File: config.mk
export PLATFORM = sky130hd
export DESIGN_NAME = rids_merge_unit
export DESIGN_NICKNAME = d
export VERILOG_FILES = /design/src/rtl/pkt_cls_pkg.sv /design/src/rtl/rids_decoder.sv /design/src/rtl/rids_merge_unit.sv
export SDC_FILE = /design/constraint.sdc
export NUM_CORES = 1
export LEC_CHECK = 0
export CAP_MARGIN = 20
export CORE_MARGIN = 10
export CORE_UTILIZATION = 30
export DETAILED_ROUTE_END_ITERATION = 10
export SYNTH_ARGS = -nofsm -noshare
export SYNTH_HDL_FRONTEND = slang
export SYNTH_SLANG_ARGS = --single-unit
File: constraint.sdc
create_clock -name clk -period 2.15 [get_ports clk]
set_input_delay 0.215 -clock clk [delete_from_list [all_inputs] [get_ports clk]]
set_output_delay 0.215 -clock clk [all_outputs]
set_load 0.05 [all_outputs]
File: src/rtl/pkt_cls_pkg.sv
// Shared packet-classifier definitions: RIDS word layout, rule ID and rule
// bitmap types, used by the range match trees and the RIDS merge unit.
package pkt_cls_pkg;

    localparam int RIDS_WIDTH    = 32;
    localparam int SLOT_WIDTH    = 4;
    localparam int NUM_SLOTS     = 8;
    localparam int RULE_ID_WIDTH = 3;
    localparam int NUM_RULES     = 1 << RULE_ID_WIDTH;
    localparam int NUM_FIELDS    = 4;

    typedef logic [RULE_ID_WIDTH-1:0] rule_id_t;
    typedef logic [NUM_RULES-1:0]     rule_bmp_t;

    // One RIDS slot; the valid flag is the slot's most significant bit.
    typedef struct packed {
        logic     valid;
        rule_id_t id;
    } rids_slot_t;

    // Slot 0 is the most significant nibble of the word, so slot k sits at
    // element NUM_SLOTS-1-k of this packed array.
    typedef rids_slot_t [NUM_SLOTS-1:0] rids_word_t;

    // Index of the lowest set bit (highest-priority rule); 0 for an empty map.
    function automatic rule_id_t lowest_rule(input rule_bmp_t bmp);
        rule_id_t id;
        id = '0;
        for (int r = NUM_RULES - 1; r >= 0; r--) begin
            if (bmp[r]) id = rule_id_t'(r);
        end
        return id;
    endfunction

endpackage

File: src/rtl/rids_decoder.sv
// Combinational decode of one RIDS word into a rule bitmap: bit r is set when
// any valid slot carries rule ID r.
module rids_decoder
    import pkt_cls_pkg::*;
(
    input  rids_word_t rids_i,
    output rule_bmp_t  bitmap_o
);

    // Mark each valid slot's rule; invalid slots are skipped, repeats merge.
    always_comb begin
        // NOTE: assign a default before the loop so every path drives the
        // output and no latch is inferred.
        bitmap_o = '0;
        for (int s = 0; s < NUM_SLOTS; s++) begin
            if (rids_i[s].valid) bitmap_o[rids_i[s].id] = 1'b1;
        end
    end

endmodule

File: src/rtl/rids_merge_unit.sv
// Three-stage RIDS merge: decode each field's RIDS word to a rule bitmap,
// intersect the bitmaps, then encode hit flag and highest-priority rule ID.
// The whole pipeline freezes while a result waits on the consumer; delivered
// results and misses are counted in saturating statistics counters.
module rids_merge_unit #(
    parameter int NUM_FIELDS = pkt_cls_pkg::NUM_FIELDS,
    parameter int RIDS_WIDTH = pkt_cls_pkg::RIDS_WIDTH,
    parameter int CNT_WIDTH  = 16
) (
    input  logic                             clk,
    input  logic                             reset_n,
    input  logic                             in_valid,
    output logic                             in_ready,
    input  logic [NUM_FIELDS*RIDS_WIDTH-1:0] field_rids,
    output logic                             out_valid,
    input  logic                             out_ready,
    output logic                             out_hit,
    output pkt_cls_pkg::rule_id_t            out_rule_id,
    input  logic                             cnt_clr,
    output logic [CNT_WIDTH-1:0]             pkt_cnt,
    output logic [CNT_WIDTH-1:0]             miss_cnt
);

    import pkt_cls_pkg::*;

    logic                 stall;
    logic                 deliver;

    rule_bmp_t            field_bmp [NUM_FIELDS];

    logic                 s1_valid_q;
    rule_bmp_t            s1_bmp_q [NUM_FIELDS];

    logic                 s2_valid_q;
    rule_bmp_t            s2_and_q;
    rule_bmp_t            s2_and_d;

    logic                 out_valid_q;
    logic                 out_hit_q;
    logic                 out_hit_d;
    rule_id_t             out_rule_id_q;
    rule_id_t             out_rule_id_d;

    logic [CNT_WIDTH-1:0] pkt_cnt_q;
    logic [CNT_WIDTH-1:0] pkt_cnt_d;
    logic [CNT_WIDTH-1:0] miss_cnt_q;
    logic [CNT_WIDTH-1:0] miss_cnt_d;

    // A held result blocks every stage; only then is input refused.
    assign stall    = out_valid_q && !out_ready;
    assign deliver  = out_valid_q && out_ready;
    assign in_ready = !stall;

    // Field 0 occupies the most significant word of the input bus.
    for (genvar f = 0; f < NUM_FIELDS; f++) begin : g_dec
        rids_decoder u_dec (
            .rids_i   (field_rids[(NUM_FIELDS-f)*RIDS_WIDTH-1 -: RIDS_WIDTH]),
            .bitmap_o (field_bmp[f])
        );
    end

    // Intersect all field bitmaps held in stage 1.
    always_comb begin
        s2_and_d = '1;
        for (int f = 0; f < NUM_FIELDS; f++) begin
            s2_and_d &= s1_bmp_q[f];
        end
    end

    // Encode stage 2's intersection; bubbles encode as a clean miss.
    always_comb begin
        out_hit_d     = s2_valid_q && (|s2_and_q);
        out_rule_id_d = out_hit_d ? lowest_rule(s2_and_q) : '0;
    end

    // Stage valid bits and the registered result advance together unless stalled.
    always_ff @(posedge clk or negedge reset_n) begin
        if (!reset_n) begin
            s1_valid_q    <= 1'b0;
            s2_valid_q    <= 1'b0;
            out_valid_q   <= 1'b0;
            out_hit_q     <= 1'b0;
            out_rule_id_q <= '0;
        end else if (!stall) begin
            // NOTE: non-blocking assignments so every stage samples the
            // previous stage's value from before this clock edge.
            s1_valid_q    <= in_valid;
            s2_valid_q    <= s1_valid_q;
            out_valid_q   <= s2_valid_q;
            out_hit_q     <= out_hit_d;
            out_rule_id_q <= out_rule_id_d;
        end
    end

    // Bitmap data registers load only when their stage takes a real packet.
    always_ff @(posedge clk) begin
        // NOTE: no reset here; the valid bits alone decide whether this data
        // is meaningful, so resetting it would buy nothing.
        if (!stall && in_valid)   s1_bmp_q <= field_bmp;
        if (!stall && s1_valid_q) s2_and_q <= s2_and_d;
    end

    // Counter next state: clear has priority over a same-cycle delivery.
    always_comb begin
        pkt_cnt_d  = pkt_cnt_q;
        miss_cnt_d = miss_cnt_q;
        if (cnt_clr) begin
            pkt_cnt_d  = '0;
            miss_cnt_d = '0;
        end else if (deliver) begin
            if (pkt_cnt_q != '1)                pkt_cnt_d  = pkt_cnt_q + 1'b1;
            if (!out_hit_q && miss_cnt_q != '1) miss_cnt_d = miss_cnt_q + 1'b1;
        end
    end

    // Statistics counter state.
    always_ff @(posedge clk or negedge reset_n) begin
        if (!reset_n) begin
            pkt_cnt_q  <= '0;
            miss_cnt_q <= '0;
        end else begin
            pkt_cnt_q  <= pkt_cnt_d;
            miss_cnt_q <= miss_cnt_d;
        end
    end

    assign out_valid   = out_valid_q;
    assign out_hit     = out_hit_q;
    assign out_rule_id = out_rule_id_q;
    assign pkt_cnt     = pkt_cnt_q;
    assign miss_cnt    = miss_cnt_q;

endmodule

# After elaboration in Yosys (flattened, before gate mapping)
# Cells that the tools add are included.
# word_totals
latch_bits,0
n_memories,0
ramBits,0
elab_cells,269
romBits,0
regBits,79
output_inout_bits,38
# op_classes
reduce_logical,47
n_mul,0
n_eq_ne,2
shifts,0
bitwise,31
n_lt_le_gt_ge,64
add_sub_neg,2
div,0
n_mux,111
# ops
cell,count
$mux 8,32
$or 8x8->8,28
$lt 3x4->1 const B,32
$demux 1 s3,32
$ge 3x1->1 const B,32
$mux 16,6
$logic_and 1x1->1,38
$add 16x1->16 const B,2
$mux 1,32
$ne 16x16->1 const B,2
$mux 3,9
$and 8x8->8,3
$reduce_or 8->1,1
$reduce_bool 2->1,3
$reduce_and 2->1,2
$logic_not 1->1,3

# Logic depth before layout (Yosys ltp)
# Gate-level depths: netlist of run 1.
# depth
word_depth,19
ltp_mapped,6

# By module
# From an unflattened synthesis of run 1, not the netlist that was laid out.
# unflattened
hier_cells,638
hier_area_um2,5655.4
# modules_own_cells
module,cells_per_inst,area_per_inst_um2,n_inst
rids_merge_unit,258,3269.4,1
rids_decoder at g_dec[1].u_dec ...,94,593.1,2
rids_decoder at g_dec[3].u_dec,100,634.4,1
rids_decoder at g_dec[0].u_dec,92,565.5,1

# Worst setup path before layout of run 1
# OpenSTA, ideal clock, no wires.
# synth_timing
path_type,flip-flop to flip-flop
startpoint,register out_valid_q (netlist: out_valid)
endpoint,register s1_bmp_q[0] (netlist bit) (enable)
path_stages_with_launch,5
arrival_ps,2255
path_slack_ps,-498
period_less_slack_ps,2648
path_cell_list,dfrtp_1 -> nor2b_1 -> clkbuf_1 -> inv_1 -> and2_1
# synth_between
elab_chain_len,3
# synth_rtl
element,line_no,source
"start, declared",rids_merge_unit.sv:38,logic out_valid_q;
"start signal, assigned",rids_merge_unit.sv:89,out_valid_q <= s2_valid_q;
$logic_and 1x1->1,rids_merge_unit.sv:50,assign stall = out_valid_q && !out_ready;
$logic_not 1->1,--,
named net in_ready,rids_merge_unit.sv:13,"output logic in_ready,"
$logic_and 1x1->1,rids_merge_unit.sv:99,if (!stall && in_valid) s1_bmp_q <= field_bmp;
"end signal, assigned",rids_merge_unit.sv:99,
"end, declared",rids_merge_unit.sv:32,rule_bmp_t s1_bmp_q [NUM_FIELDS];
# The timed path passes the listed nets, and every way through them passes these cells.
# A chain may end at the register's enable or synchronous reset.

# Worst setup path in the final report of run 1
# layout_timing
startpoint,register pkt_cnt_q[7] (netlist: pkt_cnt[7])
endpoint,output port pkt_cnt[7]
# layout_lines
element,line_no,source
"start, declared",rids_merge_unit.sv:44,logic [CNT_WIDTH-1:0] pkt_cnt_q;
"start signal, assigned",rids_merge_unit.sv:122,pkt_cnt_q <= pkt_cnt_d;
"end, declared",rids_merge_unit.sv:20,"output logic [CNT_WIDTH-1:0] pkt_cnt,"
# No word-level cell between the ends.

==> results of run 1 <==
==> per-layer routing <==
layer / vias to the layer above / part of all wire / GRT usage
li1: 3057 / - / -
met1: 2867 / 0.42 / 0.180
met5: - / 0 / 0
met2: 299 / 0.47 / 0.236
met4: 0 / 0.018 / 0.0375
met3: 34 / 0.098 / 0.0548
==> power by group through the flow <==
stage	sequential (W)	combinational (W)	clock [W]
2_1_floorplan	0.00205	0.000509	0
3_3_place_gp	0.00195	0.00128	0
3_5_place_dp	0.00195	0.00127	0
4_1_cts	0.00192	0.00128	0.00141
5_1_grt	0.00194	0.00138	0.00147
6_report	0.00192	0.00128	0.00137
==> metrics by stage <==
stage	cell area (um2)	instances	utilization	hold slack, ns	worst slack (ns)
after floorplan	5850	664	-	-0.0806	0.0159
after CTS	8230	1122	0.426	0.328	0.226
after global placement	7950	1105	0.411	0.143	0.169
final	8230	1122	0.426	0.321	0.234
after detailed placement	7950	1105	0.411	0.144	0.159
after global routing	8230	1122	0.426	0.360	0.106
==> final timing paths <==
path	to	slack (ns)
max	pkt_cnt[7]	0.23
min	miss_cnt[14]	0.32
max reg2reg	pkt_cnt[1]	0.27
min reg2reg	s1_valid_q	0.47
max in group asynchronous	pkt_cnt[14]	1.18
min in group clk	s1_valid_q	0.47
==> cell families after synthesis <==
kind of cell | synth area share
simple gates | 0.360
compound gates | 0.232
flops | 0.372
buf+inv | 0.0201
mux | 0.0109
fa+ha+maj | 0.00428
==> synth_stat cells, types with 6 or more instances <==
cell type,n,area share
nor3_1,25,0.021
nand2_1,74,0.047
inv_1,21,0.013
nand4_1,19,0.020
dfrtp_1,39,0.17
o22ai_1,22,0.024
a21oi_1,23,0.020
a32oi_1,7,0.010
nor2_1,44,0.028
o2111ai_1,17,0.025
nor3b_1,8,0.010
or2_2,7,0.0075
o32ai_1,16,0.024
nand2b_1,48,0.051
or3_1,8,0.0086
o31ai_1,11,0.014
nand4b_1,6,0.0090
nor2b_1,33,0.035
nand3_1,23,0.020
edfxtp_1,40,0.21
a311oi_1,9,0.013
a221oi_1,6,0.0090
or4_1,11,0.014
a31oi_1,18,0.019
nor4_1,8,0.0086
o21ai_0,11,0.0094
and4_1,15,0.022
==> area by class of cell <==
type	count	area share
Inverter	21	0.00958
Timing Repair Buffer	185	0.220
Sequential cell	79	0.264
Clock buffer	10	0.0278
Clock inverter	6	0.00578
Tap cell	265	0.0403
Multi-Input combinational cell	556	0.432
==> state kept, by name, summed over array words and instances (netlist names) <==
name / count
miss_cnt: 16
out_hit: 1
s1_valid_q: 1
out_rule_id: 3
s2_and_q: 8
out_valid: 1
s2_valid_q: 1
pkt_cnt: 16
s1_bmp_q: 32
==> metrics.md, run 1 <==
| Metric | Value |
|---|---|
| Outcome | `finished clean` |
| Area growth from synthesis to layout | `40.7%` |
| CP startpoint kind | `flip-flop` |
| Synth Flop Type | `edfxtp_1` |
| Peak supply drop | `0.404 mV` |
| Die height | `160 um` |
| Synth Cell Area | `0.00585 mm2` |
| 1st-pass router iterations | `5` |
| Switching pwr | `0.00143 W` |
| Hold WC Path Type | `in2async` |
| Measured slew at the worst slew-check pin | `0.575 ns` |
| Sequential Power Share | `0.419` |
| Io pins | `171` |
| Vias | `6257` |
| Num rows | `51` |
| Clock-pin slew on the worst setup and hold paths | `0.06 ns` |
| Remaining DRCs | `0` |
| Fmax | `~520 MHz` |
| Vias in the first global route | `approximately 6100` |
| Pins Over Slew Limit | `0` |
| Crit path DAT | `between 1.5 and 2 ns` |
| Internal power | `0.00315 W` |
| Worst Setup SP | `pkt_cnt[7]` |
| Clock share of power | `0.300` |
| Clk_skew | `0.00858 ns` |
| DR vias/cell | `5.58` |
| Root buffer cell | `clkbuf_16` |
| Die area | `around 0.025 mm2` |
| Gr usage total | `0.146` |
| Syn_nets | `799` |
| Critical path fanouts, max | `8` |
| Tmin final | `around 1.9 ns` |
| Stages on the worst setup path | `1` |
| Starting density of the core | `0.303` |
| H-tree depth | `3` |
| Worst setup path category | `reg2out` |
| Final Hold Fails | `0` |
| Worst path cell trace | `clkdlybuf4s50_1` |
| Synth Register Bits | `79` |
| Critical-path top delay cell | `clkdlybuf4s50_1` |
| Most frequent cells in the layout | `168 x clkdlybuf4s50_1, 74 x nand2_1, 48 x nand2b_1` |
| Crit path buf inv count | `1` |
| Total grt overflow | `0` |
| Hold-fix buffers, CTS | `1` |
| Netlist cell types | `67` |
| Gpl congestion | `between 0.9 and 1` |
| Post-CTS Setup Bufs | `0` |
| Register area share after synthesis | `0.372` |
| Number of buffers added on ports | `170` |
| Die W | `approximately 160 um` |
| Avg Synthesized Cell Area | `between 8 and 9 um2` |
| Max stage delay on crit path | `0.88 ns` |
| Hpwl dp | `16.3 mm` |
| Core Footprint | `~0.019 mm2` |
| Largest net degree at the start of global routing | `34` |
| Setup_tns | `0 ns` |
| Setup repair after global routing missed its margin | `no` |
| CTS Sinks | `79` |
| Number of antenna violations at the first check in global routing | `0` |
| Max Cap Viol | `0` |
| Detail Route Antenna Nets | `0` |
| Routed wire per std cell | `about 18 um` |
| Global-route wire length before repair | `31.1 mm` |
| Mapped Cells | `664` |
| Filler cell count | `~1900` |
| Diode count | `0` |
| Rel. slew slack | `0.615` |
| Routed wire length | `approximately 20 mm` |
| Fin nets | `987` |
| Cells on worst reg2reg path | `5` |
| CTS tree | `built` |
| Setup crit end kind | `output pin` |
| Seq. cell area | `approximately 0.0022 mm2` |
| Combinational power share | `0.280` |
| Final period utilization | `0.891` |
| Req. time, crit path | `1.93 ns` |
| PostCTS Resize Cnt | `0` |
| Commonest non-fill, non-tap cell in the layout | `clkdlybuf4s50_1` |
| Share of cells above drive strength 1 | `0.0642` |
| Ys async rst share | `0.494` |
| Worst r2r src | `pkt_cnt[0]` |
| Top Family by Delay on Critical Path | `buffers and inverters` |
| PD cells | `555 mW/mm2` |
| Synth Warn # | `0` |
| Number of synthesized flops with an enable pin | `40` |
| Initial DRC count | `524` |
| Static Leak | `2.87 nW` |
| CTS buffer count | `9` |
| Clk Latency, worst-skew pair | `0.33 ns` |
| Total power | `0.00457 W` |
| Bufs on Longest Clock Path | `2` |
| Area of the multi-input gates | `0.00356 mm2` |
| Sw Ratio | `0.312` |
| Final setup fails | `0` |
Note: power is estimated with default switching activity, not from simulation.
==> run 2, diff against run 1 <==
- clock period: 2.15 -> 1.6 ns (I/O delays scaled with it)
==> metrics.md, run 2 (same netlist as run 1, synthesis figures left out) <==
| Metric | Value |
|---|---|
| Die height | `160 um (unchanged)` |
| Largest net degree at the start of global routing | `40 (+18%)` |
| Vias in the first global route | `7013 (+15%)` |
| Die area | `0.0255 mm2 (unchanged)` |
| Final setup fails | `5 (+5)` |
| Share of cells above drive strength 1 | `0.330 (+0.266)` |
| PD cells | `670 mW/mm2 (+21%)` |
| Final instance area | `0.00989 mm2 (+20%)` |
| Setup crit end kind | `flip-flop` |
| Global-route wire length before repair | `35.4 mm (+14%)` |
| Num rows | `51 (unchanged)` |
| Peak supply drop | `0.578 mV (+43%)` |
| Number of antenna violations at the first check in global routing | `0 (unchanged)` |
| Total power | `0.00663 W (+45%)` |
| Measured slew at the worst slew-check pin | `0.507 ns (-0.0684 ns)` |
| Area growth from synthesis to layout | `69.1%` |
| Critical-path top delay cell | `dfrtp_2` |
| Final period utilization | `1.02` |
| Filler cell count | `1853 (-1.2%)` |
| Core Footprint | `0.0193 mm2 (unchanged)` |
| Worst path cell trace | `ha_4 -> nand4_1 -> nor4_4 -> buf_4 -> nor4_1 -> o21a_1` |
| Total grt overflow | `0 (unchanged)` |
| Setup repair after global routing missed its margin | `yes` |
| Fin nets | `1182 (+20%)` |
| Worst setup path category | `reg2reg` |
| Biggest register | `s1_bmp_q` |
| Die W | `160 um (unchanged)` |
| Root buffer cell | `clkbuf_16` |
| Io pins | `171 (unchanged)` |
| Remaining DRCs | `0 (unchanged)` |
| Routed wire length | `22.4 mm (+13%)` |
| CTS tree | `built` |
| Top Family by Delay on Critical Path | `simple AND/OR/NAND/NOR gates` |
| Starting density of the core | `0.303 (unchanged)` |
| CTS Sinks | `79 (unchanged)` |
| Final Core Density | `0.512 (+0.0859)` |
| Hold WS | `0.425 ns (+0.104 ns)` |
| Clock-pin slew on the worst setup and hold paths | `0.06 ns (about the same)` |
| Hold WC Path Type | `in2async` |
| Clk_skew | `0.00960 ns (+0.00102 ns)` |
| Bufs on Longest Clock Path | `2 (unchanged)` |
| Fmax | `613 MHz` |
| Setup WS post-layout | `-0.0309 ns (-0.265 ns)` |
| Vias | `7008 (+12%)` |
| Clk Latency, worst-skew pair | `0.33 ns (about the same)` |
| Outcome | `finished with violations` |
| H-tree depth | `3 (unchanged)` |
| Diode count | `0 (unchanged)` |
| Routed wire per std cell | `17.0 um (-3.7%)` |
| Tmin final | `roughly 1.6 ns` |
| CP startpoint kind | `flip-flop` |
| Post-Layout Cell Count | `1317 (+17%)` |
| Largest register FFs | `32 (unchanged)` |
| Gr usage total | `0.166 (+0.0201)` |
| Pins Over Slew Limit | `0 (unchanged)` |
| Most frequent cells in the layout | `239 x buf_4, 129 x clkdlybuf4s50_1, 72 x nand2_1` |
| Crit path buf inv count | `1 (unchanged)` |
| Commonest non-fill, non-tap cell in the layout | `buf_4` |
| Max Cap Viol | `0 (unchanged)` |
| 1st-pass router iterations | `5 (unchanged)` |
| Number of buffers added on ports | `170 (unchanged)` |
| Detail Route Antenna Nets | `0 (unchanged)` |
| Critical path fanouts, max | `5 (-3)` |
| Violated checks | `setup timing` |
| Max stage delay on crit path | `0.39 ns (-0.49 ns)` |
| Rel. slew slack | `0.662 (+0.0468)` |
| Hpwl dp | `18.8 mm (+15%)` |
| Initial DRC count | `411 (-22%)` |
| Placed Instances | `1296 (+17%)` |
| Crit path DAT | `1.85 ns (+0.15 ns)` |
| CTS buffer count | `9 (unchanged)` |
| Final Hold Fails | `0 (unchanged)` |
| Gpl congestion | `0.953 (+3.1%)` |
| Cell Area, Placed | `0.00942 mm2 (+19%)` |
| DR vias/cell | `5.32 (-4.6%)` |
| Req. time, crit path | `1.82 ns (-0.11 ns)` |
| Static Leak | `3.93 nW (+37%)` |
==> run 2: cell count changes in the layout (fill, tap and decap cells not counted), moves of 4 or more <==
cell / change
buf_6: +8
clkinv_4: -4
clkdlybuf4s50_1: -39
buf_4: +224
dfrtp_2: +34
dfrtp_1: -34
==> run 2: what timing repair did <==
item                                   4_1_cts  5_1_grt
setup endpoints to repair                   12       29
resized for setup                           12       27
pin swaps                                    3        7
buffers inserted                             1        3
endpoints found under the hold margin       39        0
hold buffers                                 1        0
==> run 2: power by group <==
group / switching [W] / internal, W
registers: 0.000155 / 0.00243
logic: 0.00108 / 0.00104
clock network: 0.000782 / 0.00114
==> run 2: area by class of cell <==
| type | instances | area [um2] | share of cell area |
|---|---|---|---|
| Inverter | 21 | 82.6 | 0.00835 |
| Multi-Input combinational cell | 556 | 3760 | 0.380 |
| Sequential cell | 79 | 2220 | 0.224 |
| Clock buffer | 13 | 262 | 0.0264 |
| Tap cell | 265 | 332 | 0.0335 |
| Timing Repair Buffer | 380 | 3220 | 0.325 |
| Clock inverter | 3 | 17.5 | 0.00177 |
==> run 2: worst register-to-register path, delay by kind of cell, from the launching register on <==
family,cells,cell delay [ns]
adder cells (fa/ha/maj),1,0.14
buffers and inverters,1,0.21
AND/OR/NAND/NOR,3,0.62
flip-flops,1,0.39
AO/OA/AOI/OAI,1,0.16
==> run 2: per-layer routing <==
layer	GRT usage	part of all wire
met5	0	0
met4	0.0425	0.013
met3	0.0409	0.079
met2	0.276	0.47
met1	0.211	0.44
==> run 2: path summary, 6_finish.rpt <==
path	start	to	slack, ns	cells after the start
max in group asynchronous	reset_n	pkt_cnt[11]	0.80	3
worst min register to register	s1_valid_q	s1_valid_q	0.48	1
worst min-delay path	reset_n	miss_cnt[12]	0.43	3
worst max register to register	miss_cnt[1]	miss_cnt[7]	-0.03	6
min in group clk	out_ready	pkt_cnt[2]	0.43	4
worst max-delay path	miss_cnt[1]	miss_cnt[7]	-0.03	6
==> run 2: metrics by stage <==
step,setup TNS [ns],worst slack [ns]
after global placement,-15.28,-0.271
after floorplan,-10.81,-0.214
after CTS,-0.0216,-0.0216
after global routing,-1.81,-0.145
after detailed placement,-16.48,-0.305
final,-0.103,-0.0309
==> RTL change 1: new RTL, flow settings as in run 2 <==
Put one more register stage on the output `pkt_cnt`, cleared by the reset. The value now appears one clock later. The other outputs are not delayed to match.
--- a/src/rtl/rids_merge_unit.sv
+++ b/src/rtl/rids_merge_unit.sv
@@ -128,5 +128,11 @@
     assign out_hit     = out_hit_q;
     assign out_rule_id = out_rule_id_q;
-    assign pkt_cnt     = pkt_cnt_q;
+    always_ff @(posedge clk or negedge reset_n) begin
+        if (!reset_n) begin
+            pkt_cnt <= '0;
+        end else begin
+            pkt_cnt <= pkt_cnt_q;
+        end
+    end
     assign miss_cnt    = miss_cnt_q;
 
Function: not settled (the Yosys comparison gave no result); the edit may change what the design does.
==> RTL change 1 against run 2 <==
The flow still finishes with violations (setup timing); area after synthesis is 3.4% higher; final area is 1.4% lower; sequential cell count grew 16; wire length decreased by 6.9%; sequential share of layout area is 4.2 points higher; critical path depth is 1 lower; power up 12%; setup slack got worse by 8.6 ps; largest cell class unchanged; highest routed layer unchanged.
==> RTL change 1: results (changes against run 2) <==
- Status: finished, violations left (unchanged)
- Failing checks: setup timing (unchanged)
- Critical R2R Capture: pkt_cnt_q[15]$_DFFE_PN0P_ (was miss_cnt[7]$_DFFE_PN0P_)
- Post-Synth XOR/XNOR Area: 0.02895 (was 0)
- Postcts setup bufs: 3 (was 1)
- Top post-synthesis cells by count: nand2_1, nor2_1, dfrtp_1 (was nand2_1, nand2b_1, nor2_1)
- Fillers: 1885 (was 1853)
- Met3 usage: 0.04247 (was 0.04087)
- Vias in the first global route: 6669 (was 7013)
- Fin Setup TNS: -39.46 ps (was -103.1 ps)
- Synth unique cells: 61 (was 67)
- Largest net degree at the start of global routing: 48 (was 40)
- Setup ws final: -39.46 ps (was -30.88 ps)
- Clock skew: 11.17 ps (was 9.600 ps)
- Crit path from: pkt_cnt_q[1]$_DFFE_PN0P_ (was miss_cnt[1]$_DFFE_PN0P_)
- Final hold slack: 206.2 ps (was 425.3 ps)
- Seq/Total Area, Yosys: 0.4260 (was 0.3721)
- Via count: 6660 (was 7008)
- Nets: 1159 (was 1182)
- Mean Syn Cell Area: 8.991 um2 (was 8.811 um2)
- Leakage: 4.036 nW (was 3.926 nW)
- Dpl ws: -250.6 ps (was -304.7 ps)
- Placed cell areas: 0.009328 mm2 (was 0.009420 mm2)
- Synth Area in Compound Gates: 0.1629 (was 0.2325)
- Detailed Place HPWL: 17590 um (was 18760 um)
- Wl on met1: 9183 um (was 9846 um)
- Antenna violations before repair: 1 (was 0)
- Crit path arrival time: 1910 ps (was 1850 ps)
- Slew headroom: 0.7308 (was 0.6621)
- Mux cell area share after synthesis: 0.005170 (was 0.01091)
- Setup violators final: 1 (was 5)
- GRT Total Usage: 0.1537 (was 0.1663)
-- RTL change 1: changes by cell type in the layout (fill, tap and decap cells not counted), moves of 8 or more --
cell,before,now
nand4_1,19,32
xor2_1,0,20
a21oi_1,20,12
nor3_1,23,41
dfrtp_2,34,13
nor2_1,42,59
buf_4,239,212
nor2b_1,32,23
dfrtp_1,5,42
o2111ai_1,17,8
-- RTL change 1: critical path, cell delays in order, from the launching register on --
cell     delay (ps)
dfrtp_1         430
nand3_2         140
nor4_4          330
o21ai_4         110
or4_1           470
nand2_1          80
-- RTL change 1: final cells by class --
class,count,area [um2],area share
tap,265,331.6,0.03401
multi-input combinational,552,3475,0.3564
timing repair buffer,348,2969,0.3045
clock buffer,9,225.2,0.02310
antenna,1,2.502,0.0002567
inverter,18,75.07,0.007700
clock inverter,7,77.57,0.007957
sequential,95,2594,0.2660
==> RTL change 2: new RTL, config.mk and constraints of run 2 <==
Made on the original files. The parameter `CNT_WIDTH` goes from 16 to 18.
--- a/src/rtl/rids_merge_unit.sv
+++ b/src/rtl/rids_merge_unit.sv
@@ -6,5 +6,5 @@
     parameter int NUM_FIELDS = pkt_cls_pkg::NUM_FIELDS,
     parameter int RIDS_WIDTH = pkt_cls_pkg::RIDS_WIDTH,
-    parameter int CNT_WIDTH  = 16
+    parameter int CNT_WIDTH  = 18
 ) (
     input  logic                             clk,
Ports: changed (resized miss_cnt and pkt_cnt); port bits go from 171 to 175. The function was not compared with the original's and may differ.
==> RTL change 2 against run 2 <==
The flow still finishes with violations (setup timing); setup slack improved by 20 ps; sequential share of layout area up 0.47 points; maximum frequency increased by 1.2%; synthesized cell count is 2.1% higher; core utilization rose by 0.75 points; power grew 8.7%; area after synthesis grew 1.9%; final area up 2.5%; non-clock buffer count is 16 higher; wire length decreased by 4.2%; critical path depth up 2; sequential cell count grew 4.
==> RTL change 2: results (changes against run 2) <==
- Multi-input combinational cell count: 566 (was 556)
- Final hold slack: 321.7 ps (was 425.3 ps)
- Detailed Place HPWL: 18170 um (was 18760 um)
- Yosys reg bits: 83 (was 79)
- First-pass GRT wire length: 33920 um (was 35420 um)
- Synth area leaders: edfxtp_1, dfrtp_1, nand2b_1 (unchanged)
- Failing checks: setup timing (unchanged)
- Metal2 WL: 10440 um (was 10540 um)
- Syn Inst Count: 678 (was 664)
- CLK BUF: 9 (was 13)
- Buffer share of cell area: 0.3267 (was 0.3251)
- Setup ws final: -11.06 ps (was -30.88 ps)
- Met2 usage: 0.2643 (was 0.2758)
- Final clock-cell share: 0.03197 (was 0.02821)
- Syn_nets: 813 (was 799)
- Fraction of area in multi-input gates: 0.3714 (was 0.3805)
- Length of routed met3 wiring: 1481 um (was 1767 um)
- Dpl cells: 1317 (was 1296)
- Worst r2r path cells: 8 (was 6)
- P_clk: 2.23 mW (was 1.92 mW)
- Nets: 1212 (was 1182)
- Most common flop cell mapped by yosys: dfrtp_1 (was edfxtp_1)
- Initial detailed-routing violation count: 275 (was 411)
- Seq/Total Area, Yosys: 0.3821 (was 0.3721)
- Synth unique cells: 64 (was 67)
- Met3 usage: 0.04755 (was 0.04087)
- Leakage: 4.113 nW (was 3.926 nW)
- GPL Wtd Cong: 0.9345 (was 0.9534)
- Clock skew: 6.708 ps (was 9.600 ps)
- Post-CTS sizing: 8 (was 12)
- DR vias/cell: 5.097 (was 5.321)
- CP max FO: 4 (was 5)
- Synth Area in Compound Gates: 0.2013 (was 0.2325)
- Worst Hold Class: primary input to register (was primary input to async pin)
- Vias in the first global route: 6881 (was 7013)
- Post-Synth XOR/XNOR Area: 0.03821 (was 0)
- Setup violators final: 2 (was 5)
- Combinational Power: 2.29 mW (was 2.12 mW)
- Ratio of cells with drive above 1 in the final layout: 0.3346 (was 0.3298)
- Async SR Flop Fraction: 0.5181 (was 0.4937)
- Port-buffer cells: 174 (was 170)
- Status: finished, violations left (unchanged)
- Mux cell area share after synthesis: 0.009028 (was 0.01091)
- Switching Fraction: 0.3007 (was 0.3047)
- Peak supply drop: 623.5 uV (was 577.7 uV)
-- RTL change 2: changes by cell type after synthesis, moves of 6 or more --
| cell | before | now |
|---|---|---|
| a21oi_1 | 23 | 17 |
| a31oi_1 | 18 | 10 |
| nand2b_1 | 48 | 57 |
| nand4_1 | 19 | 25 |
| nor2_1 | 44 | 64 |
| nor3_1 | 25 | 36 |
| o31ai_1 | 11 | 3 |
| or4_1 | 11 | 3 |
| xnor2_1 | 0 | 16 |
| xor2_1 | 0 | 10 |
-- RTL change 2: stage by stage --
step | total power [mW] | area, um2 | setup slack, ps | setup TNS [ps]
after floorplan | 3.666 | 6067 | -306.4 | -10470
final | 7.203 | 10140 | -11.06 | -11.38
after detailed placement | 4.941 | 9543 | -347.3 | -13480
after global placement | 4.924 | 9543 | -297.0 | -13710
after CTS | 7.219 | 9940 | -16.59 | -56.71
after global routing | 7.547 | 10140 | -104.9 | -884.5
